==> config.mk <==
export PLATFORM = sky130hd
export DESIGN_NAME = rx_phase_sync
export DESIGN_NICKNAME = d
export VERILOG_FILES = /design/src/rtl/rx_phase_sync_pkg.sv /design/src/rtl/rx_phase_sync_acc.sv /design/src/rtl/rx_phase_sync.sv
export SDC_FILE = /design/constraint.sdc
export NUM_CORES = 1
export LEC_CHECK = 0
export CAP_MARGIN = 10
export CORE_MARGIN = 5
export CORE_UTILIZATION = 30
export DETAILED_ROUTE_END_ITERATION = 8
export PLACE_DENSITY = 0.5
export SKIP_CTS_REPAIR_TIMING = 1
export SYNTH_ARGS = -nofsm -noshare
export SYNTH_HDL_FRONTEND = slang
export SYNTH_HIERARCHICAL = 1
export SYNTH_SLANG_ARGS = --single-unit
export TNS_END_PERCENT = 20
==> constraint.sdc <==
create_clock -name clock -period 6.17 [get_ports clock]
set_input_delay 1.851 -clock clock [delete_from_list [all_inputs] [get_ports clock]]
set_output_delay 1.851 -clock clock [all_outputs]
set_load 0.02 [all_outputs]
==> src/rtl/rx_phase_sync_pkg.sv <==
// Shared definitions for the receive phase synchroniser: FSM encoding,
// derived widths and the phase-switch hysteresis shift.
package rx_phase_sync_pkg;

    typedef enum logic [1:0] {
        ST_IDLE   = 2'd0,
        ST_ACQ    = 2'd1,
        ST_DECIDE = 2'd2,
        ST_TRACK  = 2'd3
    } state_e;

    // Challenger must beat the incumbent by more than acc >> HYST_SH (12.5%).
    localparam int HYST_SH = 3;

    function automatic int calc_nb_ph(input int os);
        return (os > 1) ? $clog2(os) : 1;
    endfunction

    function automatic int calc_nb_acc(input int nb, input int log2_win);
        return nb + log2_win;
    endfunction

endpackage

==> src/rtl/rx_phase_sync_acc.sv <==
// Per-phase energy accumulators (sum of |sample| per oversampling phase)
// with an argmax that resolves ties toward the lowest phase index.
module phase_energy_acc
    import rx_phase_sync_pkg::*;
#(
    parameter int NB     = 8,
    parameter int OS     = 4,
    parameter int NB_ACC = 18,
    parameter int NB_PH  = 2
) (
    input  logic                 clk_i,
    input  logic                 rst_i,
    input  logic                 clear_i,
    input  logic                 restart_i,
    input  logic                 acc_en_i,
    input  logic [NB_PH-1:0]     phase_i,
    input  logic [NB_PH-1:0]     sel_i,
    input  logic signed [NB-1:0] sample_i,
    output logic [NB_PH-1:0]     best_o,
    output logic [NB_ACC-1:0]    acc_best_o,
    output logic [NB_ACC-1:0]    acc_sel_o
);

    // -2^(NB-1) wraps to +2^(NB-1), which still fits the unsigned NB-bit result.
    function automatic logic [NB-1:0] abs_mag(input logic signed [NB-1:0] x);
        logic [NB-1:0] ux;
        ux = x;
        return ux[NB-1] ? (~ux + 1'b1) : ux;
    endfunction

    logic [NB-1:0]     mag;
    logic [NB_ACC-1:0] acc_q [OS];
    logic [NB_ACC-1:0] acc_d [OS];

    assign mag = abs_mag(sample_i);

    always_comb begin
        for (int p = 0; p < OS; p++) begin
            acc_d[p] = acc_q[p];
            if (clear_i) begin
                acc_d[p] = '0;
            end else if (restart_i) begin
                acc_d[p] = (p == 0) ? NB_ACC'(mag) : '0;
            end else if (acc_en_i && (phase_i == NB_PH'(p))) begin
                acc_d[p] = acc_q[p] + NB_ACC'(mag);
            end
        end
    end

    always_ff @(posedge clk_i or posedge rst_i) begin
        if (rst_i) begin
            for (int p = 0; p < OS; p++) acc_q[p] <= '0;
        end else begin
            for (int p = 0; p < OS; p++) acc_q[p] <= acc_d[p];
        end
    end

    always_comb begin
        best_o     = '0;
        acc_best_o = acc_q[0];
        for (int p = 1; p < OS; p++) begin
            if (acc_q[p] > acc_best_o) begin
                acc_best_o = acc_q[p];
                best_o     = NB_PH'(p);
            end
        end
    end

    assign acc_sel_o = acc_q[sel_i];

endmodule

==> src/rtl/rx_phase_sync.sv <==
// Receive timing recovery: picks the oversampling phase with the highest
// mean |sample| per window and slices one bit per symbol at that phase.
module rx_phase_sync
    import rx_phase_sync_pkg::*;
#(
    parameter int  NB       = 8,
    parameter int  OS       = 4,
    parameter int  LOG2_WIN = 10,
    localparam int NB_PH    = calc_nb_ph(OS),
    localparam int NB_ACC   = calc_nb_acc(NB, LOG2_WIN)
) (
    input  logic                 clock,
    input  logic                 i_reset,
    input  logic                 i_enable,
    input  logic                 i_valid,
    input  logic signed [NB-1:0] i_sample,
    input  logic                 i_force_en,
    input  logic [NB_PH-1:0]     i_force_offset,
    output logic [NB_PH-1:0]     o_offset,
    output logic                 o_locked,
    output logic                 o_rx_bit,
    output logic                 o_rx_valid
);

    state_e              state_q, state_d;
    logic [NB_PH-1:0]    ph_cnt_q, ph_cnt_d, phase;
    logic [LOG2_WIN-1:0] sym_q, sym_d;
    logic [NB_PH-1:0]    sel_q, sel_d, offset_q;
    logic                locked_q, locked_d;
    logic                rx_bit_q, rx_valid_q;
    logic                acc_clear, acc_restart, acc_en;
    logic                win_end, beats_sel, emit;
    logic [NB_PH-1:0]    best;
    logic [NB_ACC-1:0]   acc_best, acc_sel;
    logic [NB_ACC:0]     hyst_thr;

    assign phase    = i_valid ? '0 : ph_cnt_q;
    assign ph_cnt_d = i_valid ? NB_PH'(1)
                    : ((ph_cnt_q == NB_PH'(OS - 1)) ? '0 : ph_cnt_q + 1'b1);

    assign win_end   = (sym_q == '1) && (phase == NB_PH'(OS - 1));
    assign hyst_thr  = {1'b0, acc_sel} + ({1'b0, acc_sel} >> HYST_SH);
    assign beats_sel = {1'b0, acc_best} > hyst_thr;

    phase_energy_acc #(
        .NB     (NB),
        .OS     (OS),
        .NB_ACC (NB_ACC),
        .NB_PH  (NB_PH)
    ) u_acc (
        .clk_i      (clock),
        .rst_i      (i_reset),
        .clear_i    (acc_clear),
        .restart_i  (acc_restart),
        .acc_en_i   (acc_en),
        .phase_i    (phase),
        .sel_i      (sel_q),
        .sample_i   (i_sample),
        .best_o     (best),
        .acc_best_o (acc_best),
        .acc_sel_o  (acc_sel)
    );

    // locked_q is low in DECIDE only when the window that just closed was ACQ.
    always_comb begin
        state_d     = state_q;
        sym_d       = sym_q;
        sel_d       = sel_q;
        locked_d    = locked_q;
        acc_clear   = 1'b0;
        acc_restart = 1'b0;
        acc_en      = 1'b0;
        if (!i_enable) begin
            state_d   = ST_IDLE;
            acc_clear = 1'b1;
            sym_d     = '0;
            locked_d  = 1'b0;
        end else begin
            case (state_q)
                ST_IDLE: begin
                    sym_d    = '0;
                    locked_d = 1'b0;
                    if (i_valid) begin
                        state_d = ST_ACQ;
                        acc_en  = 1'b1;
                    end else begin
                        acc_clear = 1'b1;
                    end
                end
                ST_ACQ, ST_TRACK: begin
                    acc_en = 1'b1;
                    if (i_valid) sym_d = sym_q + 1'b1;
                    if (win_end) state_d = ST_DECIDE;
                end
                ST_DECIDE: begin
                    acc_restart = 1'b1;
                    sym_d       = '0;
                    state_d     = ST_TRACK;
                    if (!locked_q) begin
                        sel_d    = best;
                        locked_d = 1'b1;
                    end else if (beats_sel) begin
                        sel_d = best;
                    end
                end
                default: state_d = ST_IDLE;
            endcase
        end
    end

    assign emit = (phase == offset_q) && i_enable && (locked_q || i_force_en);

    always_ff @(posedge clock or posedge i_reset) begin
        if (i_reset) begin
            state_q    <= ST_IDLE;
            ph_cnt_q   <= '0;
            sym_q      <= '0;
            sel_q      <= '0;
            locked_q   <= 1'b0;
            offset_q   <= '0;
            rx_bit_q   <= 1'b0;
            rx_valid_q <= 1'b0;
        end else begin
            state_q    <= state_d;
            ph_cnt_q   <= ph_cnt_d;
            sym_q      <= sym_d;
            sel_q      <= sel_d;
            locked_q   <= locked_d;
            offset_q   <= i_force_en ? i_force_offset : sel_q;
            rx_valid_q <= emit;
            if (emit) rx_bit_q <= i_sample[NB-1];
        end
    end

    assign o_offset   = offset_q;
    assign o_locked   = locked_q;
    assign o_rx_bit   = rx_bit_q;
    assign o_rx_valid = rx_valid_q;

endmodule

== Word level (Yosys, flattened, before mapping) ==
Index checks and enable logic that the tools add are counted.

* Logic and storage cells: 104
* Output and inout bits: 5
* Input port bits: 15
* Register bits: 93

* Magnitude comparators: 5
* Equal/unequal tests: 14
* Reduce and logical (&&, ||, !) cells: 18
* Bitwise gates (word level): 2
* $add $sub $neg: 8
* Muxes and demuxes: 45

{| class="wikitable"
|+ Operator list
! cell !! count
|-
| 18-bit 2-to-1 mux || 17
|-
| 18-bit by 8-bit adder with 18-bit output || 4
|-
| 18-bit greater-than comparator || 3
|-
| 18-bit binary-select mux with 2-bit select || 1
|-
| 2-bit 2-to-1 mux || 11
|-
| 10-bit 2-to-1 mux || 2
|-
| 10-bit one-hot mux with 2 select lines || 1
|-
| 18-bit by 15-bit adder with 19-bit output || 1
|-
| 18-bit by 19-bit greater-than comparator with 1-bit output || 1
|-
| 3-bit nonzero test || 4
|-
| 10-bit by 1-bit adder with 10-bit output, second input constant || 1
|-
| 10-bit == test, second input constant || 1
|-
| 2-bit == test, second input constant || 5
|-
| 1-bit 2-to-1 mux || 9
|-
| 3-bit inequality test, second input constant || 3
|-
| 8-bit by 1-bit adder with 8-bit output, second input constant || 1
|-
| 8-bit 2-to-1 mux || 1
|-
| 8-bit inverter || 1
|-
| 1-bit logical AND || 7
|-
| 2-bit one-hot mux with 3 select lines || 1
|-
| 2-bit by 1-bit == test with 1-bit output, second input constant || 2
|-
| 2-bit zero test || 2
|-
| 1-bit one-hot mux with 2 select lines || 2
|-
| 2-bit OR reduction || 2
|-
| other kinds (9) || 9
|}

== Longest topological paths before layout ==
* Depth after elaboration: 9
* Gate-level depth with buffers: 35

== Modules after synthesis ==
The synthesis kept the hierarchy.

{| class="wikitable"
|+ By module, submodules not included
! module !! instances !! area each (um2) !! cells an instance
|-
| phase_energy_acc || 1 || 7,185.6 || 832
|-
| rx_phase_sync || 1 || 2,149.6 || 241
|}

== Worst setup path after synthesis ==
No wires, ideal clock.

* Kind: register to register
* Start point: register u_acc/acc_q[63] (netlist name)
* End point: register sel_q[0]
* Setup time: 0.069 ns
* Path slack: -0.324 ns
* Path buffers: 4
* Data arrival time: 6.425 ns
* Period minus slack after synthesis: 6.494 ns
* Stages on the path, launching flop included: 34
* Cells stage by stage: dfrtp_1 > inv_1 > ha_1 > nand4_1 > nor3_2 > a32oi_1 > a31oi_1 > buf_6 > buf_6 > mux2i_1 > ha_1 > and3_1 > o21ai_1 > a31oi_1 > o21a_1 > o21ai_1 > buf_2 > mux2i_1 > inv_1 > ha_1 > and4_1 > a221oi_1 > o21ai_0 > a21o_1 > o31ai_1 > buf_2 > mux2_2 > ha_1 > nand4_1 > nor3_1 > o31ai_1 > and4_1 > or4_1 > nand3_1

* Cells in the longest elaborated chain, start to end: 9
* Elaborated cells on any way between the ends: 18
* Those cells by class: add/sub (1); order compare (4); eq/ne (1); mux (11); reduce/logical (1)

{| class="wikitable"
|+ RTL lines
! what !! line !! text
|-
| start, declared || rx_phase_sync_acc.sv:32 || <nowiki>logic [NB_ACC-1:0] acc_q [OS];</nowiki>
|-
| 18-bit greater-than comparator || rx_phase_sync_acc.sv:62 || <nowiki>if (acc_q[p] > acc_best_o) begin</nowiki>
|-
| 18-bit 2-to-1 mux * || rx_phase_sync_acc.sv:62 ||
|-
| 18-bit greater-than comparator || rx_phase_sync_acc.sv:62 ||
|-
| 18-bit 2-to-1 mux * || rx_phase_sync_acc.sv:62 ||
|-
| 18-bit greater-than comparator || rx_phase_sync_acc.sv:62 ||
|-
| 18-bit 2-to-1 mux * || rx_phase_sync_acc.sv:62 ||
|-
| net acc_best[13] || rx_phase_sync.sv:34 || <nowiki>logic [NB_ACC-1:0] acc_best, acc_sel;</nowiki>
|-
| 18-bit by 19-bit greater-than comparator with 1-bit output * || rx_phase_sync.sv:43 || <nowiki>assign beats_sel = {1'b0, acc_best} > hyst_thr;</nowiki>
|-
| 2-bit by 1-bit inequality test with 1-bit output (no line) * || - ||
|-
| 3-bit AND reduction (no line) * || - ||
|-
| end signal, assigned || rx_phase_sync.sv:127 || <nowiki>sel_q <= sel_d;</nowiki>
|-
| end, declared || rx_phase_sync.sv:28 || <nowiki>logic [NB_PH-1:0] sel_q, sel_d, offset_q;</nowiki>
|}

Mark *: on every way through the listed nets, which the timed path passes. The rest lies on a longest branch. The select of a mux whose other input is x is not followed.
A chain may end at the register's enable or synchronous reset.

== Worst setup path in the final report ==
* Start point: register u_acc/acc_q[68] (netlist name)
* End point: register sel_q[0]

Same word-level chain as after synthesis.

==> results.md <==
* Status: finished with violations
* Failing checks: setup timing
* Die Y at 186 µm
* Setup TNS Final at -1.43 ns
* Final core utilization at 38.8%
* Unrepaired setup endpoints after global routing: yes
* Clock transition at path regs at 0.08 ns
* Detail Route Antenna Nets at 0
* Worst reg2reg setup slack at -0.72 ns
* Max Freq at 0.145 GHz
* Worst reg2reg path startpoint: u_acc/acc_q[68]
* DP Wirelength at between 20000 and 25000 µm
* R2R depth at 36
* Grt total ovfl at 0
* Die area at 0.0347 mm²
* P per Cell Area at 179 mW/mm²
* Worst setup path end: sel_q[0]
* Setup crit start kind: flop
* Cell row count at 64
* Final wirelength at 29400 µm
* Tcrit/Tclk final at 112%
* WHS at 0.485 ns
* Global Route Usage Sum at 16.2%
* Internal at 1.39 mW
* Setup violations, final at 2
* I/O pin cnt at 20
* Post-route clock skew at 0.0105 ns
* Clk root buf: clkbuf_16
* CORE AREA at just over 0.03 mm²
* Hold_sp: ph_cnt_q[0]
* Gate power share at 42.1%
* Syn Inst Count at 1073
* FF-to-FF End: sel_q[0]
* Synth area leaders: dfrtp_1, ha_1, xnor2_1
* Post-synth top area share at 24.9%
* CP Data Required Time at about 6.4 ns
* Critical-path top delay cell: a221o_1
* Drt via density at 5.21
* Crit-path max FO at 8
* Iteration-0 DRC count of the detailed router at 539
* Setup WS pre-CTS at -1.10 ns
* Endpoints failing hold at 0
* Die X at 186 µm
* Share of post-route cells with drive strength above 1 at 22.6%
* Routed len/inst at 18.3 µm
* Largest stage delay on the critical path at 0.39 ns
* Ys Warns at 6
* CP Launch Point: u_acc/acc_q[68]
* Worst slew pin tran at 0.994 ns
* Critical path class: reg -> reg
* Design Area, Final at between 0.01 and 0.015 mm²
* Number of synthesized flops with an enable pin at 0
* Syn Std Cell Area at 0.00934 mm²
* Total power at 2.14 mW
* Starting density of the core at 30.4%
* Clk_lat worst skew at between 0.3 and 0.4 ns
* Sequential share of the synthesized area at 24.9%
* Mapped Nets at 1215
* Seq pwr share at 29.6%
* Layout area overhead at 27.6%
* Finished Layout Cells at 1603
* Slew Limit Headroom at 33.6%
* Total CTS buffers at 9
* Layout net count at 1344
* Synth area leader: dfrtp_1
* CTS tree: built
* DR vias at about 8.4k
* Fin crit period at 6.89 ns
* Async SR Flop Fraction at 100%
* Max Buffers Root-to-Sink at 2
* Crit end category: flop
* Pleak at 5.18 nW
* Wire length of the first global-routing pass at approximately 45000 µm
* Max-Cap Viols at 0
* Worst hold path class: reg -> reg
* Most instantiated cells after synthesis: ha_1, inv_1, dfrtp_1
* DRT Pass-1 Iters at 5
* Clock tree sinks at 93
* Buffers on Ports at 19
* Psw at 0.751 mW
* Peak supply drop at around 130 µV
* Switching share of total power at between 30% and 40%
* Post-Place Cells at 1570
* Final setup margin at -0.718 ns
* DRC at 0
* Number of synthesized register bits at a little over 90
* Htree depth at 3
* Vias in the first global route at 8187
* Clock network fraction of total power at 28.3%
* Placed cell areas at between 0.01 and 0.015 mm²
* Ant diodes at 0
* Largest net degree at the start of global routing at 61
* GPL Wtd Cong at 0.869
* Avg Cell Area, Syn at 8.70 µm²
* Initial antenna violation count at 0
* Ys flop type: dfrtp_1
* Count leader, synth: ha_1
* Netlist cell types at 71
* CP Data Arrival Time at 7.14 ns
* Fin. max-slew vios at 0
-- power by group through the flow --
stage               Clock [mW]  Sequential [mW]  Combinational (mW)
finish                   0.604            0.633               0.901
global route             0.639            0.635               0.956
CTS                      0.623            0.633               0.699
detailed placement           0            0.645               0.697
global placement             0            0.644               0.690
floorplan                    0            0.649               0.452
-- cell families (layout without fill, tap and decap cells) --
| kind of cell | Yosys count | count (layout) | share of synthesized area, % |
|---|---|---|---|
| AOI/OAI and AO/OA | 249 | 249 | 16.8 |
| xor gates and xnor gates | 75 | 75 | 7.04 |
| adders and majority gates | 127 | 127 | 17.4 |
| buffers and inverters | 123 | 257 | 5.23 |
| DFF | 93 | 93 | 24.9 |
| muxes | 83 | 83 | 11.7 |
| and+or+nand+nor | 323 | 323 | 16.9 |
-- worst min path at each step --
stage,end,slack (ns),depth (start not counted)
after floorplan,ph_cnt_q[0],0.45,1
after global placement,ph_cnt_q[0],0.46,1
after detailed placement,ph_cnt_q[0],0.47,1
after CTS,ph_cnt_q[0],0.48,1
after global routing,ph_cnt_q[0],0.51,1
final,ph_cnt_q[0],0.49,1
-- worst max-delay path: cells and delay by family, from the launching register on --
| family | cells | cell delay (ns) |
|---|---|---|
| AO/OA/AOI/OAI | 12 | 2.33 |
| adder cells (fa/ha/maj) | 4 | 1.03 |
| buffers and inverters | 9 | 1.25 |
| flip-flops | 1 | 0.38 |
| multiplexers | 3 | 0.91 |
| AND/OR/NAND/NOR | 8 | 0.84 |
-- sequential cells by signal, indices dropped and copies added, names as in the netlist --
register,cells
o_rx_valid,1
sel_q,2
o_locked,1
ph_cnt_q,2
o_offset,2
state_q,2
sym_q,10
o_rx_bit,1
u_acc/acc_q,72
-- cell type report --
| cell class | count | area [µm²] |
|---|---|---|
| inverter | 94 | 354 |
| tap | 396 | 495 |
| multi-input combinational | 857 | 7150 |
| timing repair buffer | 147 | 1270 |
| sequential | 93 | 2330 |
| clock inverter | 7 | 88.8 |
| fill | 3045 | 18800 |
| clock buffer | 9 | 225 |
-- per-layer routing --
metal	global-route usage, %	vias to the layer above	wire length [µm]	share of wire (%)
li1	-	4130	-	-
met1	23.6	4076	14700	50
met2	26.0	129	13500	46
met3	1.03	22	709	2.4
met4	4.46	0	466	1.6
met5	0	-	0	0
-- placed cells by master, fill, tap and decap left out, types with 5 or more instances in the layout --
master           count
a21oi_1             77
o21a_1               8
fa_1                 5
o21ai_1              7
nand4_1             22
a211oi_1            26
nor2b_1             11
mux4_2              18
mux2i_2             10
or2_2                5
and3_1              14
dfrtp_1             93
nor3_1              11
ha_1                96
nand2_1             91
a21oi_2              7
clkdlybuf4s50_1     19
nand3_1             24
o21ai_0             50
a21o_1              17
xor2_1              20
and2_1               7
xnor2_1             55
inv_1               89
a31oi_1              7
nor2_1              87
mux2i_4              7
or3_1                9
mux2i_1             25
buf_4              117
clkbuf_16           12
mux2_4              19
nand2b_1             9
o31ai_1              6
ha_4                26
Power figures use the tool's default switching activity.
